`config.mk`:
```
export PLATFORM = sky130hd
export DESIGN_NAME = tl_source_shrinker
export DESIGN_NICKNAME = d
export VERILOG_FILES = /design/src/rtl/tl_shrink_pkg.sv /design/src/rtl/tl_shrink_slot_alloc.sv /design/src/rtl/tl_source_shrinker.sv
export SDC_FILE = /design/constraint.sdc
export NUM_CORES = 1
export LEC_CHECK = 0
export BUFFER_PORTS_ARGS = -buffer_cell sky130_fd_sc_hd__buf_4
export CORE_AREA = 2 2 104 106
export DETAILED_ROUTE_END_ITERATION = 8
export DIE_AREA = 0 0 106 108
export GPL_ROUTABILITY_DRIVEN = 1
export PLACE_DENSITY = 0.65
export SYNTH_ARGS = -nofsm -noshare
export SYNTH_HDL_FRONTEND = slang
export SYNTH_SLANG_ARGS = --single-unit
```
`constraint.sdc`:
```
create_clock -name clock -period 2.39 [get_ports clock]
set_input_delay 0.1195 -clock clock [delete_from_list [all_inputs] [get_ports clock]]
set_output_delay 0.1195 -clock clock [all_outputs]
set_load 0.03 [all_outputs]
```
`src/rtl/tl_shrink_pkg.sv`:
```
`default_nettype none
//==============================================================================
// tl_shrink_pkg: TileLink opcodes, widths and beat-count helper for the source shrinker.
// Rev 1.0
//==============================================================================
package tl_shrink_pkg;

  localparam int TL_SLOTS      = 4;
  localparam int TL_IN_SRC_W   = 5;
  localparam int TL_OUT_SRC_W  = 2;
  localparam int TL_ADDR_W     = 31;
  localparam int TL_DATA_W     = 32;
  localparam int TL_SIZE_W     = 3;
  localparam int TL_BEAT_CNT_W = 6;

  localparam logic [2:0] TL_A_PUT_FULL        = 3'd0;
  localparam logic [2:0] TL_A_PUT_PARTIAL     = 3'd1;
  localparam logic [2:0] TL_A_GET             = 3'd4;
  localparam logic [2:0] TL_D_ACCESS_ACK      = 3'd0;
  localparam logic [2:0] TL_D_ACCESS_ACK_DATA = 3'd1;

  // Number of 4-byte beats carried by a message of 2**size bytes.
  function automatic logic [TL_BEAT_CNT_W-1:0] tl_beats(input logic [TL_SIZE_W-1:0] size);
    if (size <= TL_SIZE_W'(2)) return TL_BEAT_CNT_W'(1);
    return TL_BEAT_CNT_W'(1) << (size - TL_SIZE_W'(2));
  endfunction

endpackage
`default_nettype wire

```
`src/rtl/tl_shrink_slot_alloc.sv`:
```
`default_nettype none
//==============================================================================
// tl_shrink_slot_alloc: in-flight valid vector with lowest-free-slot encoder.
// Rev 1.0
//==============================================================================
module tl_shrink_slot_alloc #(
  parameter int SLOTS = 4,
  parameter int IDX_W = $clog2(SLOTS)
) (
  input  logic             clock,
  input  logic             reset_n,
  input  logic             i_set_en,
  input  logic [IDX_W-1:0] i_set_idx,
  input  logic             i_clr_en,
  input  logic [IDX_W-1:0] i_clr_idx,
  output logic [SLOTS-1:0] o_valid,
  output logic [IDX_W-1:0] o_free_idx,
  output logic             o_free_any
);

  logic [SLOTS-1:0] r_valid;
  logic [IDX_W-1:0] w_free_idx;

  // Set is applied after clear so an allocation always wins.
  always_ff @(posedge clock or negedge reset_n) begin
    if (!reset_n) begin
      r_valid <= '0;
    end else begin
      if (i_clr_en) r_valid[i_clr_idx] <= 1'b0;
      if (i_set_en) r_valid[i_set_idx] <= 1'b1;
    end
  end

  always_comb begin
    w_free_idx = '0;
    for (int i = SLOTS - 1; i >= 0; i--) begin
      if (!r_valid[i]) w_free_idx = IDX_W'(i);
    end
  end

  assign o_valid    = r_valid;
  assign o_free_idx = w_free_idx;
  assign o_free_any = ~&r_valid;

endmodule
`default_nettype wire

```
`src/rtl/tl_source_shrinker.sv`:
```
`default_nettype none
//==============================================================================
// tl_source_shrinker: maps wide TileLink A sources onto a small slot ID and restores them on D.
// Optional macro TL_SOURCE_SHRINK_CHECK_EN adds sticky err_stray and drops D beats to idle slots.
// Rev 1.0
//==============================================================================
module tl_source_shrinker
  import tl_shrink_pkg::*;
#(
  parameter int SLOTS     = TL_SLOTS,
  parameter int IN_SRC_W  = TL_IN_SRC_W,
  parameter int OUT_SRC_W = $clog2(SLOTS),
  parameter int ADDR_W    = TL_ADDR_W,
  parameter int DATA_W    = TL_DATA_W,
  parameter int SIZE_W    = TL_SIZE_W
) (
  input  logic                  clock,
  input  logic                  reset_n,
  input  logic                  in_a_valid,
  output logic                  in_a_ready,
  input  logic [2:0]            in_a_opcode,
  input  logic [2:0]            in_a_param,
  input  logic [SIZE_W-1:0]     in_a_size,
  input  logic [IN_SRC_W-1:0]   in_a_source,
  input  logic [ADDR_W-1:0]     in_a_address,
  input  logic [DATA_W/8-1:0]   in_a_mask,
  input  logic [DATA_W-1:0]     in_a_data,
  input  logic                  in_a_corrupt,
  output logic                  out_a_valid,
  input  logic                  out_a_ready,
  output logic [2:0]            out_a_opcode,
  output logic [2:0]            out_a_param,
  output logic [SIZE_W-1:0]     out_a_size,
  output logic [OUT_SRC_W-1:0]  out_a_source,
  output logic [ADDR_W-1:0]     out_a_address,
  output logic [DATA_W/8-1:0]   out_a_mask,
  output logic [DATA_W-1:0]     out_a_data,
  output logic                  out_a_corrupt,
  input  logic                  in_d_valid,
  output logic                  in_d_ready,
  input  logic [2:0]            in_d_opcode,
  input  logic [1:0]            in_d_param,
  input  logic [SIZE_W-1:0]     in_d_size,
  input  logic [OUT_SRC_W-1:0]  in_d_source,
  input  logic                  in_d_sink,
  input  logic                  in_d_denied,
  input  logic                  in_d_corrupt,
  input  logic [DATA_W-1:0]     in_d_data,
  output logic                  out_d_valid,
  input  logic                  out_d_ready,
  output logic [2:0]            out_d_opcode,
  output logic [1:0]            out_d_param,
  output logic [SIZE_W-1:0]     out_d_size,
  output logic [IN_SRC_W-1:0]   out_d_source,
  output logic                  out_d_sink,
  output logic                  out_d_denied,
  output logic                  out_d_corrupt,
  output logic [DATA_W-1:0]     out_d_data,
  output logic                  busy
`ifdef TL_SOURCE_SHRINK_CHECK_EN
  ,
  output logic                  err_stray
`endif
);

  logic [SLOTS-1:0]         w_valid;
  logic [OUT_SRC_W-1:0]     w_free_idx;
  logic                     w_free_any;
  logic                     w_a_gate, w_a_fire, w_alloc, w_a_multi;
  logic                     w_d_stray, w_d_fire, w_d_multi, w_d_last;
  logic                     r_a_locked;
  logic [OUT_SRC_W-1:0]     r_a_slot;
  logic [TL_BEAT_CNT_W-1:0] r_a_cnt;
  logic [TL_BEAT_CNT_W-1:0] r_d_cnt;
  logic [IN_SRC_W-1:0]      r_src_tab [SLOTS];

  tl_shrink_slot_alloc #(
    .SLOTS (SLOTS),
    .IDX_W (OUT_SRC_W)
  ) u_slot_alloc (
    .clock      (clock),
    .reset_n    (reset_n),
    .i_set_en   (w_alloc),
    .i_set_idx  (w_free_idx),
    .i_clr_en   (w_d_fire & w_d_last),
    .i_clr_idx  (in_d_source),
    .o_valid    (w_valid),
    .o_free_idx (w_free_idx),
    .o_free_any (w_free_any)
  );

  // A path: later beats of a locked burst bypass the free-slot gate.
  assign w_a_gate     = r_a_locked | w_free_any;
  assign out_a_valid  = in_a_valid & w_a_gate;
  assign in_a_ready   = out_a_ready & w_a_gate;
  assign out_a_source = r_a_locked ? r_a_slot : w_free_idx;
  assign w_a_fire     = in_a_valid & in_a_ready;
  assign w_alloc      = w_a_fire & ~r_a_locked;
  assign w_a_multi    = ((in_a_opcode == TL_A_PUT_FULL) || (in_a_opcode == TL_A_PUT_PARTIAL)) &&
                        (in_a_size > SIZE_W'(2));

  assign out_a_opcode  = in_a_opcode;
  assign out_a_param   = in_a_param;
  assign out_a_size    = in_a_size;
  assign out_a_address = in_a_address;
  assign out_a_mask    = in_a_mask;
  assign out_a_data    = in_a_data;
  assign out_a_corrupt = in_a_corrupt;

  always_ff @(posedge clock or negedge reset_n) begin
    if (!reset_n) begin
      r_a_locked <= 1'b0;
      r_a_slot   <= '0;
      r_a_cnt    <= '0;
    end else if (w_a_fire) begin
      if (r_a_locked) begin
        r_a_cnt <= r_a_cnt - TL_BEAT_CNT_W'(1);
        if (r_a_cnt == TL_BEAT_CNT_W'(1)) r_a_locked <= 1'b0;
      end else if (w_a_multi) begin
        r_a_locked <= 1'b1;
        r_a_slot   <= w_free_idx;
        r_a_cnt    <= tl_beats(in_a_size) - TL_BEAT_CNT_W'(1);
      end
    end
  end

  always_ff @(posedge clock) begin
    if (w_alloc) r_src_tab[w_free_idx] <= in_a_source;
  end

`ifdef TL_SOURCE_SHRINK_CHECK_EN
  logic r_err_stray;

  assign w_d_stray   = ~w_valid[in_d_source];
  assign out_d_valid = in_d_valid & ~w_d_stray;
  assign in_d_ready  = out_d_ready | w_d_stray;
  assign err_stray   = r_err_stray;

  always_ff @(posedge clock or negedge reset_n) begin
    if (!reset_n)                    r_err_stray <= 1'b0;
    else if (in_d_valid & w_d_stray) r_err_stray <= 1'b1;
  end
`else
  assign w_d_stray   = 1'b0;
  assign out_d_valid = in_d_valid;
  assign in_d_ready  = out_d_ready;
`endif

  assign w_d_fire  = in_d_valid & in_d_ready & ~w_d_stray;
  assign w_d_multi = (in_d_opcode == TL_D_ACCESS_ACK_DATA) && (in_d_size > SIZE_W'(2));
  assign w_d_last  = (r_d_cnt == '0) ? ~w_d_multi : (r_d_cnt == TL_BEAT_CNT_W'(1));

  always_ff @(posedge clock or negedge reset_n) begin
    if (!reset_n) begin
      r_d_cnt <= '0;
    end else if (w_d_fire) begin
      if (r_d_cnt == '0) begin
        if (w_d_multi) r_d_cnt <= tl_beats(in_d_size) - TL_BEAT_CNT_W'(1);
      end else begin
        r_d_cnt <= r_d_cnt - TL_BEAT_CNT_W'(1);
      end
    end
  end

  assign out_d_source  = r_src_tab[in_d_source];
  assign out_d_opcode  = in_d_opcode;
  assign out_d_param   = in_d_param;
  assign out_d_size    = in_d_size;
  assign out_d_sink    = in_d_sink;
  assign out_d_denied  = in_d_denied;
  assign out_d_corrupt = in_d_corrupt;
  assign out_d_data    = in_d_data;
  assign busy          = |w_valid;

endmodule
`default_nettype wire

```
==> flow_metrics.py, run 1 <==
metrics = {
    "clock_tree": {
        "clkLatencyLatePin_ns": 0.29,
        "clock_path_buffers": 2,
        "cts_htree_levels": 2,
        "cts-buffers-inserted": 5,
        "cts_num_sinks": 39,
        "cts-root-buf": "clkbuf_8",
        "clk_pin_slew_ns": 0.08,
        "post_cts_resized": 0,
        "cts_tree": "yes",
    },
    "worst_setup_path": {
        "critPathMaxStageDelay_ns": 0.49,
        "crit_path_start_kind": "register",
        "end_kind": "register",
        "r2r-start": "r_d_cnt[0]$_DFFE_PN0P_",
        "cp.required_ns": 2.57,
        "ff2ff_path_depth": 6,
        "worstSetupPathType": "register to register",
        "crit_chain": "inv_1 -> ha_1 -> nand3b_1 -> and2_4 -> or4b_1 -> a21o_1",
        "r2r-end": "u_slot_alloc.o_valid[1]$_DFF_PN0_",
        "arrival_ns": 2.16,
        "path_max_fanout": 6,
        "rrSetupSlack_ns": 0.41,
        "crit_slowest_cell": "or4b_1",
    },
    "routing": {
        "wl_per_cell_um": 13.3,
        "firstDrtPassIters": 4,
        "route.antenna.remaining_nets": 0,
        "drt-total-wl_mm": 5.22,
        "drtIter0Drc": 103,
        "viasPerCell": 4.72,
        "vias": 1856,
        "drcViolationCount": 0,
    },
    "yosys": {
        "async_reset_ff_frac": 0.487,
        "synth_edf_count": 20,
        "synth_seq_cells": 39,
        "ys_seq_area_frac": 0.347,
        "syn_inst": 325,
        "ys_types": 44,
        "syn_area_per_cell_sq_um": 9.53,
        "synth_area_sq_um": 3100,
        "synth_warnings": 0,
        "syn_nets": 468,
        "synth_flop_cell": "edfxtp_1",
    },
    "timing": {
        "worstMarginPinSlew_ns": 0.370,
        "setup_viol": 0,
        "finClkSkew_ns": 0.00247,
        "rsz0062_at_grt": "false",
        "drv_slew": 0,
        "relSlewSlack": 0.751,
        "final_hold_viol_count": 0,
        "fmax_mhz": 505,
        "fin_crit_ns": 1.98,
        "tns_ns": 0,
        "fin_crit_sh": 0.828,
    },
    "global_routing": {
        "grt_max_degree": 20,
        "grtUsageTotal": 0.0904,
        "grt_antenna_before_repair": 0,
        "grt_pass1_vias": 1799,
        "grt_pass1_wl_mm": 8.33,
        "overflow": 0,
    },
    "final_layout": {
        "final_util": 0.277,
        "syn_to_final_growth_pct": -8.36,
        "nets": 399,
        "drive_gt1_frac": 0.272,
        "final_cell_count_no_fill": 393,
        "final_area_sq_um": 2840,
        "final_common_cell": "buf_4",
        "final_cell_mix": "buf_4 (52), nand2_1 (20), o21ai_0 (20), edfxtp_1 (20), dfrtp_1 (19)",
        "antennaDiodeCount": 0,
    },
    "placed_design": {
        "dp_hpwl_mm": 3.96,
        "dpl_cell_area_sq_um": 2720,
        "dp_cells": 384,
        "numPortBuffers": 46,
        "routabilityCongestion": 0.846,
    },
    "worst_hold_path": {
        "hold_depth": 1,
        "min_from": "in_a_source[1]",
        "hold_class": "input port to register",
        "hold-path-endpoint": "r_src_tab[3][1]$_DFFE_PP_",
    },
    "die": {
        "dieArea_sq_um": 11400,
        "start_util": 0.303,
        "fp-row-count": 37,
        "pin_count": 265,
        "die_h_um": 108,
        "dieWidth_um": 106,
        "design.core.area_sq_um": 10200,
    },
    "power_and_ir_drop": {
        "leakage_nw": 1.15,
        "powerDensity_nw_per_um2": 884,
        "ir_drop_v": 0.000241,
        "totalPowerFinal_mw": 2.51,
    },
    "run": {
        "drv_cap": 0,
    },
    "status": {
        "outcome": "complete, no violations",
    },
}
## cell usage after synthesis (2+ instances only)
| master | instances | area, sq um |
|---|---|---|
| nand4b_1 | 3 | 26.3 |
| dfrtp_1 | 19 | 475 |
| nor4b_1 | 4 | 35.0 |
| mux4_2 | 5 | 113 |
| o21ai_0 | 20 | 100 |
| o22a_1 | 2 | 17.5 |
| or4_1 | 2 | 15.0 |
| nor3b_1 | 3 | 22.5 |
| ha_1 | 10 | 125 |
| nor3_1 | 9 | 45.0 |
| buf_4 | 122 | 916 |
| nand2_1 | 20 | 75.1 |
| nand2b_1 | 3 | 18.8 |
| edfxtp_1 | 20 | 601 |
| xor2_1 | 3 | 26.3 |
| nor4_1 | 6 | 37.5 |
| a21oi_1 | 6 | 30.0 |
| o21bai_1 | 2 | 15.0 |
| mux2i_1 | 3 | 30.0 |
| nand4_1 | 2 | 12.5 |
| a31oi_1 | 2 | 12.5 |
| nor2b_1 | 3 | 18.8 |
| nand3_1 | 3 | 15.0 |
| and3_1 | 2 | 12.5 |
| nor2_1 | 11 | 41.3 |
| inv_1 | 14 | 52.6 |
| or4b_1 | 2 | 20.0 |
| clkbuf_1 | 7 | 26.3 |
| a21o_1 | 2 | 15.0 |
## worst max-delay path: cells and delay by family (launching register included)
family | cells | cell delay [ns]
AND/OR/NAND/NOR | 3 | 0.84
flip-flops | 1 | 0.45
adder cells (fa/ha/maj) | 1 | 0.27
AO/OA/AOI/OAI | 1 | 0.18
buffers and inverters | 1 | 0.11
## report_power, final
group	total (mW)	internal (mW)	leakage (nW)	switching, mW
sequential	1.05	0.869	0.404	0.178
combinational	0.915	0.384	0.688	0.531
clock	0.546	0.311	0.0581	0.235
total	2.51	1.56	1.15	0.944
## through the flow
step                hold WS [ns]  setup WS [ns]
global route              0.0121          0.289
floorplan                 -0.176          0.560
global placement          0.0135          0.383
detailed placement        0.0163          0.357
CTS                       0.0211          0.411
finish                    0.0282          0.412
## cells by family (layout without fill, tap and decap cells)
kind of cell,count (synthesis),count (layout),synth area share
AO/OA/AOI/OAI,42,42,0.0864
XOR/XNOR,4,4,0.0113
adder cells (fa/ha/maj),10,10,0.0404
buffers and inverters,143,75,0.321
flip-flops,39,39,0.347
multiplexers,8,8,0.0460
AND/OR/NAND/NOR,79,79,0.147
## how the worst max path moves through the flow
stage	start	to	slack (ns)	cells after the start
5_1_grt	r_d_cnt[0]$_DFFE_PN0P_	u_slot_alloc.o_valid[1]$_DFF_PN0_	0.29	6
4_1_cts	r_d_cnt[0]$_DFFE_PN0P_	u_slot_alloc.o_valid[1]$_DFF_PN0_	0.41	6
3_5_place_dp	in_d_size[1]	r_d_cnt[0]$_DFFE_PN0P_	0.36	8
3_3_place_gp	in_d_size[1]	r_d_cnt[2]$_DFFE_PN0P_	0.38	8
2_1_floorplan	r_d_cnt[0]$_DFFE_PN0P_	u_slot_alloc.o_valid[1]$_DFF_PN0_	0.56	6
6_report	r_d_cnt[0]$_DFFE_PN0P_	u_slot_alloc.o_valid[1]$_DFF_PN0_	0.41	6
## routing by layer
layer / up-vias / share of wire / track usage
met1: 887 / 0.40 / 0.0990
met4: 0 / 0.0096 / 0.0273
li1: 866 / - / -
met5: - / 0 / 0
met2: 88 / 0.52 / 0.159
met3: 15 / 0.078 / 0.0398
## timing repair
action / 4_1_cts / 5_1_grt
hold buffers: 1 / 0
endpoints found under the hold margin: 19 / 0
setup buffers: 0 / 0
## layout make-up
| class | instances | area (sq um) |
|---|---|---|
| Fill cell | 1060 | 7390 |
| Sequential cell | 39 | 1080 |
| Multi-Input combinational cell | 143 | 1030 |
| Timing Repair Buffer | 53 | 400 |
| Tap cell | 136 | 170 |
| Clock buffer | 5 | 68.8 |
| Inverter | 14 | 52.6 |
| Clock inverter | 3 | 43.8 |
## state kept, by name, indices dropped and copies added, names as in the netlist
signal	count
u_slot_alloc.o_valid	4
r_src_tab	20
r_a_cnt	6
r_d_cnt	6
r_a_locked	1
r_a_slot	2
Note: power is estimated with default switching activity, not from simulation.
==> inputs of run 2 (changes only) <==
- ABC_AREA: unset -> 1
- PLACE_DENSITY: 0.65 -> 0.67
- clock period: 2.39 -> 1.88 ns (I/O delays scaled with it)
==> flow_metrics.py, run 2 <==
metrics = {
    "status": {
        "outcome": "complete, no violations",
    },
    "final_layout": {
        "final_common_cell": "nand2_1",
        "nets": 491,
        "drive_gt1_frac": 0.235,
        "largest_reg_flops": 20,
        "final_cell_mix": "nand2_1 (65), buf_4 (47), inv_1 (45)",
        "regMostFlops": "r_src_tab",
        "antennaDiodeCount": 0,
        "syn_to_final_growth_pct": -7.94,
        "reg_top3": "r_src_tab x20, r_a_cnt x6, r_d_cnt x6",
        "final_util": 0.302,
    },
    "yosys": {
        "syn_inst": 417,
        "synth_adder_area_share": 0.0373,
        "synth.most_common_cell": "buf_4",
        "ys_top_cells_by_count": "buf_4 (122), nand2_1 (65), inv_1 (45)",
        "async_reset_ff_frac": 0.487,
        "synth_area_sq_um": 3350,
        "synth_flop_cell": "edfxtp_1",
        "muxShareOfSynthArea": 0,
        "netlist.area_leader.share": 0.273,
        "synth_compound_area_frac": 0.0656,
        "synth_area_leaders": "buf_4 (27%), edfxtp_1 (18%), dfrtp_1 (14%), nand2_1 (7.3%), inv_1 (5.0%)",
        "yosys.area.top_type": "buf_4",
        "syn_nets": 560,
        "synth_top_family_by_area": "buffers and inverters",
        "synthXorXnorAreaFrac": 0,
        "ys_types": 30,
        "synthSimpleGateAreaFrac": 0.244,
        "synth_edf_count": 20,
        "ys_seq_area_frac": 0.321,
        "synth_warnings": 0,
        "syn_area_per_cell_sq_um": 8.04,
        "synth_seq_cells": 39,
    },
    "routing": {
        "viasPerCell": 4.63,
        "route.antenna.remaining_nets": 0,
        "routed.top_layer": "met4",
        "drcViolationCount": 0,
        "wl_met3_mm": 1.27,
        "drt-met1-wl_mm": 2.66,
        "met2WireLength_mm": 3.74,
        "vias": 2247,
        "drtIter0Drc": 142,
        "wl_per_cell_um": 16.2,
        "firstDrtPassIters": 6,
        "drt-total-wl_mm": 7.86,
    },
    "die": {
        "dieArea_sq_um": 11400,
        "pin_count": 265,
        "fp-row-count": 37,
        "dieWidth_um": 106,
        "start_util": 0.328,
        "die_h_um": 108,
        "design.core.area_sq_um": 10200,
    },
    "clock_tree": {
        "clock_path_buffers": 2,
        "clkLatencyLatePin_ns": 0.29,
        "cts_htree_levels": 2,
        "cts-buffers-inserted": 5,
        "clk_pin_slew_ns": 0.08,
        "cts_tree": "yes",
        "cts-root-buf": "clkbuf_8",
        "post_cts_buffers": 0,
        "post_cts_resized": 0,
        "cts_num_sinks": 39,
    },
    "global_routing": {
        "grt_antenna_before_repair": 0,
        "grtUsageTotal": 0.132,
        "grt_pass1_vias": 2150,
        "grt_max_degree": 20,
        "grt_pass1_wl_mm": 11.8,
        "overflow": 0,
    },
    "timing": {
        "fin_crit_sh": 0.871,
        "setup_viol": 0,
        "drv_slew": 0,
        "rsz0062_at_grt": "false",
        "finClkSkew_ns": 0.00750,
        "relSlewSlack": 0.721,
        "fin_crit_ns": 1.64,
        "fmax_mhz": 611,
        "worstMarginPinSlew_ns": 0.417,
        "tns_ns": 0,
        "final_hold_viol_count": 0,
    },
    "worst_setup_path": {
        "arrival_ns": 1.62,
        "end_kind": "register",
        "rrSetupSlack_ns": 0.24,
        "path_max_fanout": 10,
        "crit_path_start_kind": "register",
        "crit_path_start": "r_a_locked$_DFFE_PN0N_",
        "r2r-start": "r_a_locked$_DFFE_PN0N_",
        "worstSetupPathType": "register to register",
        "cp.required_ns": 1.86,
    },
    "worst_hold_path": {
        "hold_class": "input port to register",
        "min_from": "in_a_source[3]",
    },
    "power_and_ir_drop": {
        "leakage_nw": 1.50,
        "ir_drop_v": 0.000745,
        "powerDensity_nw_per_um2": 1210,
        "totalPowerFinal_mw": 3.75,
    },
    "placed_design": {
        "routabilityCongestion": 0.832,
        "dp_hpwl_mm": 6.72,
        "numPortBuffers": 46,
    },
    "run": {
        "drv_cap": 0,
    },
}
## run 2: changes by cell type after synthesis, sizes merged, moves of 7 or more
cell,delta
nor4,-7
nor2,+24
nand2,+54
a22oi,+7
clkbuf,-7
inv,+34
nand4,+10
nand3,+32
## run 2: cell type report
class                      count  area [sq um]
clock inverter                 2          60.1
sequential                    39          1080
inverter                      48           183
multi-input combinational    206          1160
timing repair buffer          48           363
fill                        1060          7140
clock buffer                   6          72.6
tap                          136           170
## run 2: through the flow
stage	cell area [sq um]	std cells	worst slack (ns)	hold slack [ns]
finish	3090	485	0.243	0.0206
global route	3090	485	0.120	0.0105
CTS	3090	485	0.259	0.0167
detailed placement	2950	476	0.269	-0.0106
global placement	2950	476	0.334	-0.0162
floorplan	3350	417	0.402	-0.202
## run 2: kinds of logic (layout without fill, tap and decap cells)
kind of cell               after synthesis  count (layout)
AOI/OAI and AO/OA                       35              35
adders and majority gates               10              10
buffers and inverters                  172             104
DFF                                     39              39
and+or+nand+nor                        161             161
## run 2: worst max-delay path: stages (launching register included)
cell and delay, ns:
dfrtp_1 0.57, nor2_4 0.10, nand2_4 0.07, nand2_2 0.07
nor2_4 0.16, nand4_1 0.15, inv_1 0.21
## run 2: path summary, 6_finish.rpt
check,endpoint,cells after the start
max,r_src_tab[1][3]$_DFFE_PP_,6
min,r_src_tab[2][3]$_DFFE_PP_,1
max reg2reg,r_src_tab[1][3]$_DFFE_PP_,6
min reg2reg,u_slot_alloc.o_valid[3]$_DFF_PN0_,2
max in group asynchronous,r_a_slot[1]$_DFFE_PN0P_,2
min in group asynchronous,r_a_locked$_DFFE_PN0N_,2
## run 2: per-layer routing
metal | vias up | GRT usage
met5 | - | 0
met4 | 0 | 0.0367
met3 | 28 | 0.0928
met2 | 143 | 0.225
met1 | 996 | 0.130
li1 | 1080 | -
## run 2: where the power goes
part / switching, mW / internal, mW / leakage [nW]
Combinational: 1.04 / 0.574 / 1.03
Sequential: 0.194 / 1.12 / 0.409
Clock: 0.290 / 0.531 / 0.0654
## run 2: what timing repair did
item / CTS / global route
endpoints found under the hold margin: 19 / 0
endpoints found under the setup margin: 0 / 0
hold buffers: 1 / 0
==> inputs of run 3 (changes only) <==
- CELL_PAD_IN_SITES_DETAIL_PLACEMENT: unset -> 0
- CELL_PAD_IN_SITES_GLOBAL_PLACEMENT: unset -> 2
- CORE_AREA: 2 2 104 106 -> unset
- CORE_ASPECT_RATIO: unset -> 1.1
- CORE_UTILIZATION: unset -> 20
- DIE_AREA: 0 0 106 108 -> unset
- PLACE_DENSITY: 0.67 -> 0.81
==> flow_metrics.py, run 3 (synthesis gave the netlist of run 2 again) <==
metrics = {
    "status": {
        "outcome": "finished with violations",
        "violations": "DRC",
    },
    "clock_tree": {
        "cts_htree_levels": 2,
        "post_cts_resized": 0,
        "clock_path_buffers": 2,
        "clk_pin_slew_ns": 0.06,
        "cts_num_sinks": 39,
        "clkLatencyLatePin_ns": 0.28,
        "cts-buffers-inserted": 5,
        "cts_tree": "yes",
        "cts-root-buf": "clkbuf_16",
    },
    "routing": {
        "viasPerCell": 3.98,
        "wl_per_cell_um": 12.1,
        "drtIter0Drc": 116,
        "wl_met3_um": 540,
        "routed.top_layer": "met4",
        "firstDrtPassIters": 9,
        "met2WireLength_mm": 3.25,
        "route.antenna.remaining_nets": 0,
        "drt-total-wl_mm": 6.67,
        "vias": 2202,
        "drt-met1-wl_mm": 2.68,
        "drcViolationCount": 24,
    },
    "timing": {
        "final_hold_viol_count": 0,
        "finClkSkew_ns": 0.00455,
        "fin_crit_sh": 0.875,
        "relSlewSlack": 0.704,
        "fin_crit_ns": 1.65,
        "rsz0062_at_grt": "false",
        "worstMarginPinSlew_ns": 0.443,
        "whs_ns": 0.0286,
        "fin_ws_ns": 0.234,
        "fmax_mhz": 608,
        "drv_slew": 0,
        "setup_viol": 0,
        "tns_ns": 0,
    },
    "global_routing": {
        "grtUsageTotal": 0.0772,
        "grt_pass1_wl_mm": 10.7,
        "overflow": 0,
        "grt_max_degree": 20,
        "grt_antenna_before_repair": 0,
        "grt_pass1_vias": 2219,
    },
    "final_layout": {
        "final_cell_mix": "nand2_1 (65), buf_4 (47), inv_1 (45)",
        "reg_top3": "r_src_tab x20, r_a_cnt x6, r_d_cnt x6",
        "regMostFlops": "r_src_tab",
        "final_common_cell": "nand2_1",
        "ff_latch_area_sq_um": 1080,
        "drive_gt1_frac": 0.238,
        "largest_reg_flops": 20,
        "multi_input_area_sq_um": 1160,
        "antennaDiodeCount": 0,
        "nets": 491,
        "final.fill_count": 1796,
        "syn_to_final_growth_pct": -3.62,
    },
    "die": {
        "pin_count": 265,
        "dieWidth_um": 125,
        "fp-row-count": 49,
        "start_util": 0.205,
        "die_h_um": 138,
        "dieArea_sq_um": 17300,
        "design.core.area_sq_um": 16400,
    },
    "worst_setup_path": {
        "arrival_ns": 1.62,
        "cp.required_ns": 1.85,
        "crit_path_start_kind": "register",
        "end_kind": "register",
        "worstSetupPathType": "register to register",
        "path_max_fanout": 10,
    },
    "placed_design": {
        "dp_hpwl_mm": 5.36,
        "place_ws_ns": 0.226,
        "numPortBuffers": 46,
        "routabilityCongestion": 0.797,
    },
    "power_and_ir_drop": {
        "powerDensity_nw_per_um2": 1250,
        "leakage_nw": 1.52,
        "ir_drop_v": 0.000352,
    },
    "run": {
        "drv_cap": 0,
    },
    "worst_hold_path": {
        "hold_class": "input port to register",
    },
}
## run 3: cell count changes in the layout (fill, tap and decap cells not counted)
cell,change
clkbuf_8,-5
clkinvlp_4,+1
clkbuf_16,+5
clkbuf_1,-1
## run 3: metal layers
layer  vias to the layer above  global-route usage
li1                       1080                   -
met1                       994              0.0836
met2                       103               0.132
met3                        25              0.0186
met4                         0              0.0576
met5                         -                   0
## run 3: power by group
group	leakage (nW)	total [mW]	internal (mW)	switching, mW
Clock	0.0900	1.09	0.759	0.330
Sequential	0.409	1.31	1.12	0.190
Combinational	1.03	1.64	0.575	1.06
## run 3: final cells by class
| type | count | area share |
|---|---|---|
| clock buffer | 5 | 0.0387 |
| inverter | 48 | 0.0565 |
| multi-input combinational | 206 | 0.360 |
| sequential | 39 | 0.333 |
| tap | 204 | 0.0789 |
| timing repair buffer | 48 | 0.112 |
| clock inverter | 3 | 0.0209 |
## run 3: final timing paths
kind	from	to	slack, ns	cells past startpoint
max in group asynchronous	reset_n	u_slot_alloc.o_valid[0]$_DFF_PN0_	1.41	2
setup / recovery	r_a_locked$_DFFE_PN0N_	r_src_tab[1][2]$_DFFE_PP_	0.23	6
hold / removal	in_a_source[0]	r_src_tab[3][0]$_DFFE_PP_	0.03	1
hold reg to reg	r_a_cnt[5]$_DFFE_PN0P_	r_a_cnt[5]$_DFFE_PN0P_	0.52	2
min in group asynchronous	reset_n	r_a_cnt[2]$_DFFE_PN0P_	0.25	2
setup reg to reg	r_a_locked$_DFFE_PN0N_	r_src_tab[1][2]$_DFFE_PP_	0.23	6
## run 3: critical path: stages (launching register included)
cell,delay (ns)
dfrtp_1,0.56
nor2_4,0.10
nand2_4,0.07
nand2_2,0.07
nor2_4,0.16
nand4_1,0.16
inv_1,0.21
## run 3: per-stage QoR
step                cells  utilization  instance area, sq um  total power [mW]
floorplan             417            -                  3350              2.98
global placement      544        0.185                  3030              2.97
detailed placement    544        0.185                  3030              2.98
CTS                   553        0.198                  3230              4.09
global route          553        0.198                  3230              4.36
finish                553        0.198                  3230              4.04
## run 3: timing repair
action / 4_1_cts / 5_1_grt
setup buffers: 0 / 0
hold buffers: 1 / 0
hold endpoints to repair: 19 / 0
